$ cat src/rtl/wash_cycle_controller_if.sv
// Front-panel/sensor to controller bundle: the panel side drives requests and
// sensor levels, the controller drives state, actuator enables and status.
interface wash_cycle_controller_if #(
    parameter int CNT_W   = 16,
    parameter int RINSE_W = 2
);
    logic               start;
    logic               pause;
    logic               door_closed;
    logic               water_full;
    logic               detergent_done;
    logic               drained;
    logic [RINSE_W-1:0] rinse_count;
    logic [CNT_W-1:0]   wash_time;
    logic [CNT_W-1:0]   spin_time;

    logic [3:0]         state;
    logic               door_lock;
    logic               fill_valve;
    logic               detergent_valve;
    logic               motor_wash;
    logic               drain_pump;
    logic               motor_spin;
    logic [RINSE_W-1:0] rinse_left;
    logic               done;
    logic [1:0]         error_code;

    modport master (
        output start, pause, door_closed, water_full, detergent_done, drained,
               rinse_count, wash_time, spin_time,
        input  state, door_lock, fill_valve, detergent_valve, motor_wash,
               drain_pump, motor_spin, rinse_left, done, error_code
    );

    modport slave (
        input  start, pause, door_closed, water_full, detergent_done, drained,
               rinse_count, wash_time, spin_time,
        output state, door_lock, fill_valve, detergent_valve, motor_wash,
               drain_pump, motor_spin, rinse_left, done, error_code
    );
endinterface

$ cat src/rtl/wash_cycle_controller.sv
// Washing machine sequencer: fill, detergent, timed wash, N rinses, drain, timed
// spin, with pause/resume, fill/drain watchdogs and door-open fault detection.
module wash_cycle_controller #(
    parameter int CNT_W         = 16,
    parameter int RINSE_W       = 2,
    parameter int FILL_TIMEOUT  = 200,
    parameter int DRAIN_TIMEOUT = 200
) (
    input  logic                    clk,
    input  logic                    reset,
    wash_cycle_controller_if.slave  bus
);
    typedef enum logic [3:0] {
        S_IDLE       = 4'd0,
        S_CHECK_DOOR = 4'd1,
        S_FILL       = 4'd2,
        S_DETERGENT  = 4'd3,
        S_WASH       = 4'd4,
        S_DRAIN      = 4'd5,
        S_RINSE_FILL = 4'd6,
        S_RINSE      = 4'd7,
        S_SPIN       = 4'd8,
        S_DONE       = 4'd9,
        S_PAUSED     = 4'd10,
        S_ERROR      = 4'd11
    } state_t;

    localparam logic [CNT_W:0]     CNT_ONE   = (CNT_W+1)'(1);
    localparam logic [CNT_W:0]     FILL_LIM  = (CNT_W+1)'(FILL_TIMEOUT);
    localparam logic [CNT_W:0]     DRAIN_LIM = (CNT_W+1)'(DRAIN_TIMEOUT);
    localparam logic [RINSE_W-1:0] RINSE_ONE = RINSE_W'(1);

    state_t             state_reg, state_next;
    state_t             ret_state_reg, ret_state_next;
    logic [CNT_W-1:0]   timer_reg, timer_next;
    logic [CNT_W-1:0]   wash_time_reg, wash_time_next;
    logic [CNT_W-1:0]   spin_time_reg, spin_time_next;
    logic [RINSE_W-1:0] rinse_left_reg, rinse_left_next;
    logic [1:0]         error_code_reg, error_code_next;

    logic [CNT_W-1:0]   limit;
    logic [CNT_W:0]     timer_inc;
    logic               timer_hit;
    logic               is_run;
    logic               is_counting;

    assign is_run      = (state_reg >= S_FILL) && (state_reg <= S_SPIN);
    assign is_counting = is_run && (state_reg != S_DETERGENT);
    assign timer_inc   = {1'b0, timer_reg} + CNT_ONE;
    // A zero limit compares as already reached, so timed states last at least one cycle.
    assign timer_hit   = timer_inc >= {1'b0, limit};

    always_comb begin
        limit = '0;
        case (state_reg)
            S_WASH:  limit = wash_time_reg;
            S_RINSE: limit = wash_time_reg >> 1;
            S_SPIN:  limit = spin_time_reg;
            default: limit = '0;
        endcase
    end

    always_comb begin
        state_next      = state_reg;
        ret_state_next  = ret_state_reg;
        wash_time_next  = wash_time_reg;
        spin_time_next  = spin_time_reg;
        rinse_left_next = rinse_left_reg;
        error_code_next = error_code_reg;
        timer_next      = '0;

        if ((is_run || state_reg == S_PAUSED) && !bus.door_closed) begin
            state_next      = S_ERROR;
            error_code_next = 2'd3;
        end else if (is_run && bus.pause) begin
            state_next     = S_PAUSED;
            ret_state_next = state_reg;
        end else begin
            case (state_reg)
                S_IDLE: begin
                    if (bus.start) begin
                        rinse_left_next = bus.rinse_count;
                        wash_time_next  = bus.wash_time;
                        spin_time_next  = bus.spin_time;
                        state_next      = S_CHECK_DOOR;
                    end
                end
                S_CHECK_DOOR: if (bus.door_closed) state_next = S_FILL;
                S_FILL, S_RINSE_FILL: begin
                    if (bus.water_full) begin
                        state_next = (state_reg == S_FILL) ? S_DETERGENT : S_RINSE;
                    end else if (timer_inc >= FILL_LIM) begin
                        state_next      = S_ERROR;
                        error_code_next = 2'd1;
                    end
                end
                S_DETERGENT: if (bus.detergent_done) state_next = S_WASH;
                S_WASH:      if (timer_hit) state_next = S_DRAIN;
                S_DRAIN: begin
                    if (bus.drained) begin
                        if (rinse_left_reg != '0) begin
                            rinse_left_next = rinse_left_reg - RINSE_ONE;
                            state_next      = S_RINSE_FILL;
                        end else begin
                            state_next = S_SPIN;
                        end
                    end else if (timer_inc >= DRAIN_LIM) begin
                        state_next      = S_ERROR;
                        error_code_next = 2'd2;
                    end
                end
                S_RINSE:  if (timer_hit) state_next = S_DRAIN;
                S_SPIN:   if (timer_hit) state_next = S_DONE;
                S_DONE:   state_next = S_IDLE;
                S_PAUSED: if (!bus.pause) state_next = ret_state_reg;
                S_ERROR:  state_next = S_ERROR;
                default:  state_next = S_IDLE;
            endcase
        end

        // The cycle spent before a pause counts; time in PAUSED does not.
        if (state_next == S_PAUSED && state_reg != S_PAUSED) begin
            timer_next = timer_inc[CNT_W-1:0];
        end else if (state_reg == S_PAUSED && state_next != S_ERROR) begin
            timer_next = timer_reg;
        end else if (state_next != state_reg) begin
            timer_next = '0;
        end else if (is_counting) begin
            timer_next = timer_inc[CNT_W-1:0];
        end
    end

    always_ff @(posedge clk) begin
        if (reset) begin
            state_reg      <= S_IDLE;
            ret_state_reg  <= S_IDLE;
            timer_reg      <= '0;
            wash_time_reg  <= '0;
            spin_time_reg  <= '0;
            rinse_left_reg <= '0;
            error_code_reg <= '0;
        end else begin
            state_reg      <= state_next;
            ret_state_reg  <= ret_state_next;
            timer_reg      <= timer_next;
            wash_time_reg  <= wash_time_next;
            spin_time_reg  <= spin_time_next;
            rinse_left_reg <= rinse_left_next;
            error_code_reg <= error_code_next;
        end
    end

    assign bus.state           = state_reg;
    assign bus.door_lock       = is_run || (state_reg == S_PAUSED);
    assign bus.fill_valve      = (state_reg == S_FILL) || (state_reg == S_RINSE_FILL);
    assign bus.detergent_valve = (state_reg == S_DETERGENT);
    assign bus.motor_wash      = (state_reg == S_WASH) || (state_reg == S_RINSE);
    assign bus.drain_pump      = (state_reg == S_DRAIN) || (state_reg == S_SPIN);
    assign bus.motor_spin      = (state_reg == S_SPIN);
    assign bus.done            = (state_reg == S_DONE);
    assign bus.rinse_left      = rinse_left_reg;
    assign bus.error_code      = error_code_reg;
endmodule

$ cat src/flat_wrapper.sv
// flat-port wrapper written by rule: the top's interface ports become plain ports
module wash_cycle_controller_flat 
#(
    parameter int CNT_W         = 16,
    parameter int RINSE_W       = 2,
    parameter int FILL_TIMEOUT  = 200,
    parameter int DRAIN_TIMEOUT = 200
)
  (clk, reset, bus_start, bus_pause, bus_door_closed, bus_water_full, bus_detergent_done, bus_drained, bus_rinse_count, bus_wash_time, bus_spin_time, bus_state, bus_door_lock, bus_fill_valve, bus_detergent_valve, bus_motor_wash, bus_drain_pump, bus_motor_spin, bus_rinse_left, bus_done, bus_error_code);
  wash_cycle_controller_if #(.CNT_W(CNT_W), .RINSE_W(RINSE_W)) bus_i ();
  input  logic clk;
  input  logic reset;
  input wire logic [$bits(bus_i.start)-1:0] bus_start;
  input wire logic [$bits(bus_i.pause)-1:0] bus_pause;
  input wire logic [$bits(bus_i.door_closed)-1:0] bus_door_closed;
  input wire logic [$bits(bus_i.water_full)-1:0] bus_water_full;
  input wire logic [$bits(bus_i.detergent_done)-1:0] bus_detergent_done;
  input wire logic [$bits(bus_i.drained)-1:0] bus_drained;
  input wire logic [$bits(bus_i.rinse_count)-1:0] bus_rinse_count;
  input wire logic [$bits(bus_i.wash_time)-1:0] bus_wash_time;
  input wire logic [$bits(bus_i.spin_time)-1:0] bus_spin_time;
  output wire logic [$bits(bus_i.state)-1:0] bus_state;
  output wire logic [$bits(bus_i.door_lock)-1:0] bus_door_lock;
  output wire logic [$bits(bus_i.fill_valve)-1:0] bus_fill_valve;
  output wire logic [$bits(bus_i.detergent_valve)-1:0] bus_detergent_valve;
  output wire logic [$bits(bus_i.motor_wash)-1:0] bus_motor_wash;
  output wire logic [$bits(bus_i.drain_pump)-1:0] bus_drain_pump;
  output wire logic [$bits(bus_i.motor_spin)-1:0] bus_motor_spin;
  output wire logic [$bits(bus_i.rinse_left)-1:0] bus_rinse_left;
  output wire logic [$bits(bus_i.done)-1:0] bus_done;
  output wire logic [$bits(bus_i.error_code)-1:0] bus_error_code;
  assign bus_i.start = bus_start;
  assign bus_i.pause = bus_pause;
  assign bus_i.door_closed = bus_door_closed;
  assign bus_i.water_full = bus_water_full;
  assign bus_i.detergent_done = bus_detergent_done;
  assign bus_i.drained = bus_drained;
  assign bus_i.rinse_count = bus_rinse_count;
  assign bus_i.wash_time = bus_wash_time;
  assign bus_i.spin_time = bus_spin_time;
  assign bus_state = bus_i.state;
  assign bus_door_lock = bus_i.door_lock;
  assign bus_fill_valve = bus_i.fill_valve;
  assign bus_detergent_valve = bus_i.detergent_valve;
  assign bus_motor_wash = bus_i.motor_wash;
  assign bus_drain_pump = bus_i.drain_pump;
  assign bus_motor_spin = bus_i.motor_spin;
  assign bus_rinse_left = bus_i.rinse_left;
  assign bus_done = bus_i.done;
  assign bus_error_code = bus_i.error_code;
  wash_cycle_controller #(.CNT_W(CNT_W), .RINSE_W(RINSE_W), .FILL_TIMEOUT(FILL_TIMEOUT), .DRAIN_TIMEOUT(DRAIN_TIMEOUT)) u_core (.clk(clk), .reset(reset), .bus(bus_i));
endmodule
$ cat config.mk
export PLATFORM = sky130hd
export DESIGN_NAME = wash_cycle_controller_flat
export DESIGN_NICKNAME = d
export VERILOG_FILES = /design/src/rtl/wash_cycle_controller_if.sv /design/src/rtl/wash_cycle_controller.sv /design/src/flat_wrapper.sv
export SDC_FILE = /design/constraint.sdc
export NUM_CORES = 1
export LEC_CHECK = 0
export ABC_CLOCK_PERIOD_IN_PS = 4900
export BUFFER_PORTS_ARGS = -buffer_cell sky130_fd_sc_hd__buf_4
export CAP_MARGIN = 20
export CORE_AREA = 2 2 118 120
export CTS_BUF_LIST = sky130_fd_sc_hd__clkbuf_2 sky130_fd_sc_hd__clkbuf_4 sky130_fd_sc_hd__clkbuf_8
export DETAILED_ROUTE_END_ITERATION = 8
export DIE_AREA = 0 0 120 122
export PLACE_DENSITY = 0.55
export REMOVE_ABC_BUFFERS = 1
export SLEW_MARGIN = 20
export SYNTH_ARGS = -nofsm -noshare
export SYNTH_HDL_FRONTEND = slang
export SYNTH_SLANG_ARGS = --single-unit
$ cat constraint.sdc
create_clock -name clk -period 4.9 [get_ports clk]
set_clock_uncertainty 0.2 [all_clocks]
set_input_delay 0.49 -clock clk [delete_from_list [all_inputs] [get_ports clk]]
set_output_delay 0.49 -clock clk [all_outputs]
set_load 0.05 [all_outputs]
=== Word-level counts from Yosys, hierarchy flattened ===
Index checks and enable logic that the tools add are counted.

* Register bits: 60
* Input bits: 42
* Output and inout port bits: 15
* Logic and storage cells: 91

* Add/subtract/negate cells: 2
* Magnitude comparators: 4
* Equality and inequality tests: 25
* Muxes and demuxes: 30
* Bitwise logic cells: 2
* Reductions and logical operators: 21

{| class="wikitable"
|+ Operators by type and width
! operator !! number
|-
| $mux 16 || 4
|-
| $mux 4 || 12
|-
| $pmux 16 s3 || 1
|-
| $pmux 4 s9 || 1
|-
| $eq 4x4->1 const B || 5
|-
| $mux 2 || 9
|-
| $add 16x1->17 const B || 1
|-
| $ge 17x16->1 || 1
|-
| $ge 17x8->1 const B || 1
|-
| $eq 4x3->1 const B || 4
|-
| $reduce_and 6->1 || 2
|-
| $eq 4x2->1 const B || 2
|-
| $ne 4x4->1 const B || 2
|-
| $pmux 2 s2 || 2
|-
| $logic_and 1x1->1 || 6
|-
| $ne 2x1->1 const B || 3
|-
| $ne 3x1->1 const B || 2
|-
| $ne 3x2->1 const B || 2
|-
| $eq 4x1->1 const B || 1
|-
| $ge 4x2->1 const B || 1
|-
| $le 4x4->1 const B || 1
|-
| $logic_not 4->1 || 1
|-
| $logic_or 1x1->1 || 4
|-
| $ne 2x2->1 const B || 2
|-
| 11 further kinds || 14
|}

=== Longest topological paths before layout ===
* Word-level depth: 11
* Gate-level depth with buffers: 19
* Mapped depth without buffers: 14

=== Least setup slack after synthesis ===
Ideal clock, no wire load.

* Path type: reg-to-reg
* From: register u_core.state_reg[3] (netlist: u_core.bus.state[3])
* To: register u_core.timer_reg[13]
* Setup time: 0.059 ns
* Data arrival time: 5.118 ns
* Required time: 4.641 ns
* Slack: -0.477 ns
* Cell stages (with the launch flop): 19
* Path buffers: 6
* Clock period less this slack: 5.377 ns
* Cell sequence: dfxtp_1 -> buf_2 -> buf_1 -> and3_1 -> clkbuf_1 -> clkbuf_1 -> a222oi_1 -> ha_1 -> nand4_1 -> nor4_1 -> a211oi_1 -> a2111o_1 -> nor3_2 -> nor3b_1 -> or4b_1 -> buf_2 -> a21oi_4 -> buf_6 -> a22o_1

* Cells in the longest elaborated chain, start to end: 11
* Elaborated cells between the ends (all ways): 47
* Classes of those cells: 3 x order compare; 16 x eq/ne; 18 x mux; 10 x reduce/logical

{| class="wikitable"
|+ Ends and longest elaborated chain
! item !! line !! text
|-
| start: declaration || wash_cycle_controller.sv:33 || <nowiki>state_t state_reg, state_next;</nowiki>
|-
| start signal: assignment || wash_cycle_controller.sv:143 || <nowiki>state_reg <= state_next;</nowiki>
|-
| $eq 4x4->1 * || -- ||
|-
| via bus_motor_spin || flat_wrapper.sv:28 || <nowiki>output wire logic [$bits(bus_i.motor_spin)-1:0] bus_motor_spin;</nowiki>
|-
| $pmux 16 s3 || wash_cycle_controller.sv:55 || <nowiki>case (state_reg)</nowiki>
|-
| $ge 17x16->1 || wash_cycle_controller.sv:51 || <nowiki>assign timer_hit = timer_inc >= {1'b0, limit};</nowiki>
|-
| $mux 4 (on tied branches) || wash_cycle_controller.sv:113, wash_cycle_controller.sv:98, wash_cycle_controller.sv:112 ||
|-
| $pmux 4 s9 * || wash_cycle_controller.sv:79 || <nowiki>case (state_reg)</nowiki>
|-
| $mux 4 * || wash_cycle_controller.sv:75 || <nowiki>end else if (is_run && bus.pause) begin</nowiki>
|-
| $mux 4 * || wash_cycle_controller.sv:72 || <nowiki>if ((is_run || state_reg == S_PAUSED) && !bus.door_closed) begin</nowiki>
|-
| $ne 4x4->1 || wash_cycle_controller.sv:126 || <nowiki>end else if (state_next != state_reg) begin</nowiki>
|-
| $mux 16 || wash_cycle_controller.sv:126 ||
|-
| $mux 16 || wash_cycle_controller.sv:124 || <nowiki>end else if (state_reg == S_PAUSED && state_next != S_ERROR) begin</nowiki>
|-
| $mux 16 || wash_cycle_controller.sv:122 || <nowiki>if (state_next == S_PAUSED && state_reg != S_PAUSED) begin</nowiki>
|-
| end signal: assignment || wash_cycle_controller.sv:145 || <nowiki>timer_reg <= timer_next;</nowiki>
|-
| end: declaration || wash_cycle_controller.sv:35 || <nowiki>logic [CNT_W-1:0] timer_reg, timer_next;</nowiki>
|}

Mark *: on every way through the listed nets, which the timed path passes. The rest lies on a longest branch. The select of a mux whose other input is x is not followed.
A chain may end at the register's enable or synchronous reset.

=== Worst setup path in the final report ===
* From: register u_core.timer_reg[1]
* To: register u_core.timer_reg[0]

* Cells in the longest elaborated chain, start to end: 11
* Elaborated cells between the ends (all ways): 20
* Classes of those cells: 1 x add/sub; 2 x order compare; 4 x eq/ne; 11 x mux; 2 x reduce/logical

{| class="wikitable"
|+ Ends and longest elaborated chain
! item !! line !! text
|-
| $add 16x1->17 * || wash_cycle_controller.sv:49 || <nowiki>assign timer_inc = {1'b0, timer_reg} + CNT_ONE;</nowiki>
|-
| $ge 17x8->1 || wash_cycle_controller.sv:92, wash_cycle_controller.sv:107 ||
|-
| $mux 4 || wash_cycle_controller.sv:92, wash_cycle_controller.sv:107 ||
|-
| $mux 4 (on tied branches) || wash_cycle_controller.sv:100, wash_cycle_controller.sv:90 ||
|-
| $pmux 4 s9 * || wash_cycle_controller.sv:79 ||
|-
| $mux 4 * || wash_cycle_controller.sv:75 ||
|-
| $mux 4 * || wash_cycle_controller.sv:72 ||
|-
| $ne 4x4->1 || wash_cycle_controller.sv:126 ||
|-
| $mux 16 || wash_cycle_controller.sv:126 ||
|-
| $mux 16 || wash_cycle_controller.sv:124 ||
|-
| $mux 16 || wash_cycle_controller.sv:122 ||
|}

Every way passes the cells marked *; elsewhere a longest branch is shown, timed or not. The select of a mux whose other input is x is not followed.

==> flow_summary.ini <==
[cts]
clk_latency_ps = 360
numCtsBuffers = 9
clock_sinks = 60
ctsRootBufferMaster = clkbuf_8
cts_tree = built
clockBufferDepth = 2
hold_buffers = 0
cts_max_level = 3
cts.clk_slew.worst_paths_ps = 80

[worst_setup_path]
cp_top_family = simple AND/OR/NAND/NOR gates
critPathRequiredTime_ps = 5000
worstReg2RegStart = u_core.timer_reg[1]
ff2ff_path_depth = 15
crit_top_cell = ha_1
crit_path_max_fanout = 10
arrival_ps = 4790
end_kind = register
start_kind = register
crit_chain = ha_1 -> nand2_1 -> nor4_1 -> xor2_1 -> ha_1 -> nand3_1 -> nor4_2 -> a2111oi_2 -> o211ai_1 -> a211oi_2 -> a311oi_4 -> or4_4 -> a21oi_4 -> buf_12 -> mux2_2
cp_num_buf_inv = 1
crit_slowest_cell = or4_4
critPathKind = reg -> reg
cpPeakStageDelay_ps = 650
r2r_slack_ps = 210
crit-reg2reg-capture = u_core.timer_reg[0]

[pwr]
power_density_mw_per_mm2 = 251
p_leak_nw = 1.96
peakVddDrop_mv = 0.223

[place]
port_buffers = 56
hpwl_um = 8120
post-place-cells = 703
place_congestion = 0.979

[routing]
drt_iter0_drc = 443
firstDrtPassIters = 9
drc = 0
vias_per_cell = 5.42
drt_wl_total_um = 11200
ant_nets = 0
vias = 3910
wire_per_inst_um = 15.5

[yosys]
synthesis.area_mm2 = 0.00390
synth-compound-area-share_pct = 26.5
netlist.area_leader.share_pct = 30.8
synthXorXnorAreaFrac_pct = 1.57
synth.distinct_cells = 74
synth_common_cells = 88 x nand2_1, 60 x dfxtp_1, 51 x a21oi_1, 38 x nor2_1, 19 x ha_1
yosys.area_share.simple_pct = 27.2
async_flop_share_pct = 0
synth_seq_area_share_pct = 30.8
syn_area_per_cell_um2 = 7.96
yosys.area_share.adder_pct = 6.10
synth_enable_flop_cells = 0
synthTopCellsByArea = dfxtp_1 31%, nand2_1 8.5%, a21oi_1 6.5%
synth_flop_cell = dfxtp_1
synthCells = 490
synth_top_area_cell = dfxtp_1
muxShareOfSynthArea_pct = 1.83
synthMostInstantiatedCell = nand2_1
yosysWarnings = 0
synth_top_family_by_area = simple AND/OR/NAND/NOR gates
synth_seq_cells = 60

[die]
die_area_mm2 = 0.0146
die_y_um = 122
io_pins = 57
initial_core_util_pct = 28.9
die_width_um = 120
core_area_mm2 = 0.0135
row_count = 43

[sta]
timing.final.crit_share_pct = 95.8
fmax_ghz = 0.213
period_minus_slack_ps = 4690
slew_violations = 0
max-slew-margin-rel_pct = 52.9
setup_viol = 0
worstMarginPinSlew_ps = 707
hold_violations = 0

[outcome]
status = complete, no violations

[grt]
grt_overflow_total = 0
grt_max_degree = 52
grt_busiest_layer = met2
gr-usage-all-layers_pct = 15.4
use_met2_pct = 25.5
grt_use_met1_pct = 20.1
antenna_found_initial = 0
met3_usage_pct = 2.81
grt_pass1_vias = 3695
grt_pass1_wl_um = 18100

[cells_and_area]
syn_to_final_growth_pct = 22.0
final_cells = 721
antenna_cells = 0
layout-drive-gt1-share_pct = 21.1
fin_util_pct = 35.2
nNetsFinal = 597

[min_path]
hold_end = u_core.spin_time_reg[3]
min_from = bus_spin_time[3]
min_path_type = in -> reg
worstHoldPathCells = 3

[flow_run]
drv_cap = 0
-- cell type report --
class,count,area [µm²]
Clock inverter,5,82.6
Clock buffer,11,151
Fill cell,1410,8750
Tap cell,180,225
Timing Repair Buffer,74,568
Inverter,10,37.5
Sequential cell,60,1200
Multi-Input combinational cell,381,2490
-- worst max-delay path by stage --
stage / startpoint / end / slack, ps / cells after the start
3_3_place_gp: u_core.timer_reg[4] / u_core.timer_reg[0] / 210 / 13
2_1_floorplan: u_core.bus.state[3] / u_core.timer_reg[0] / -250 / 12
5_1_grt: u_core.timer_reg[1] / u_core.timer_reg[6] / -4 / 14
4_1_cts: u_core.bus.state[3] / u_core.timer_reg[0] / 80 / 13
3_5_place_dp: u_core.bus.state[3] / u_core.timer_reg[0] / 100 / 13
6_report: u_core.timer_reg[1] / u_core.timer_reg[0] / 210 / 15
-- cells by family (layout without fill, tap and decap cells) --
family | after synthesis | in the layout
fa+ha+maj | 19 | 19
mux | 7 | 7
buf+inv | 49 | 100
xor+xnor | 7 | 7
simple gates | 210 | 210
compound gates | 138 | 138
flops | 60 | 60
-- report_power, final --
| part | switching, mW | internal [mW] |
|---|---|---|
| clock | 0.217 | 0.316 |
| sequential | 0.0148 | 0.509 |
| combinational | 0.0796 | 0.0582 |
| total | 0.312 | 0.883 |
-- tightest hold or removal path, cell delays in order --
cell,delay (ps)
buf_4,110
nand2_1,40
a21oi_1,50
-- routing by layer --
metal | up-vias | part of all wire [%]
li1 | 1916 | -
met1 | 1840 | 45
met2 | 141 | 47
met3 | 13 | 6.4
met4 | 0 | 1.6
met5 | - | 0
-- placed cells by master (no fill, tap or decap), drive strengths merged, types with 3 or more instances in the layout --
cell type	Yosys	layout
ha	19	19
o211ai	4	4
nand3	15	15
a22o	11	11
a211oi	6	6
a211o	4	4
nand4	9	9
or4	3	3
a221oi	5	5
dfxtp	60	60
nor3b	4	4
nand2b	8	8
xor2	5	5
o21ai	6	6
a21o	4	4
and3	7	7
nor2b	5	5
inv	10	11
buf	18	74
nor4	13	13
nand2	88	88
o22ai	3	3
clkbuf	21	11
nor3	7	7
o31ai	4	4
or3	4	4
nor2	38	38
a21oi	52	52
a222oi	15	15
mux2i	6	6
-- through the flow --
step	cell area [µm²]	power [mW]	worst slack (ps)	TNS [ps]	hold slack [ps]
3_5_place_dp	4480	0.672	103	0	256
4_1_cts	4710	1.20	81.7	0	168
3_3_place_gp	4470	0.669	206	0	248
2_1_floorplan	3700	0.607	-251	-3220	230
6_report	4760	1.19	206	0	182
5_1_grt	4760	1.24	-4.12	-7.21	174
-- repair_timing --
action                                  4_1_cts  5_1_grt
gates resized for setup                       0        4
endpoints found under the setup margin        0       16
setup buffers                                 0        2
No activity file was read; power rests on OpenSTA's default activity.
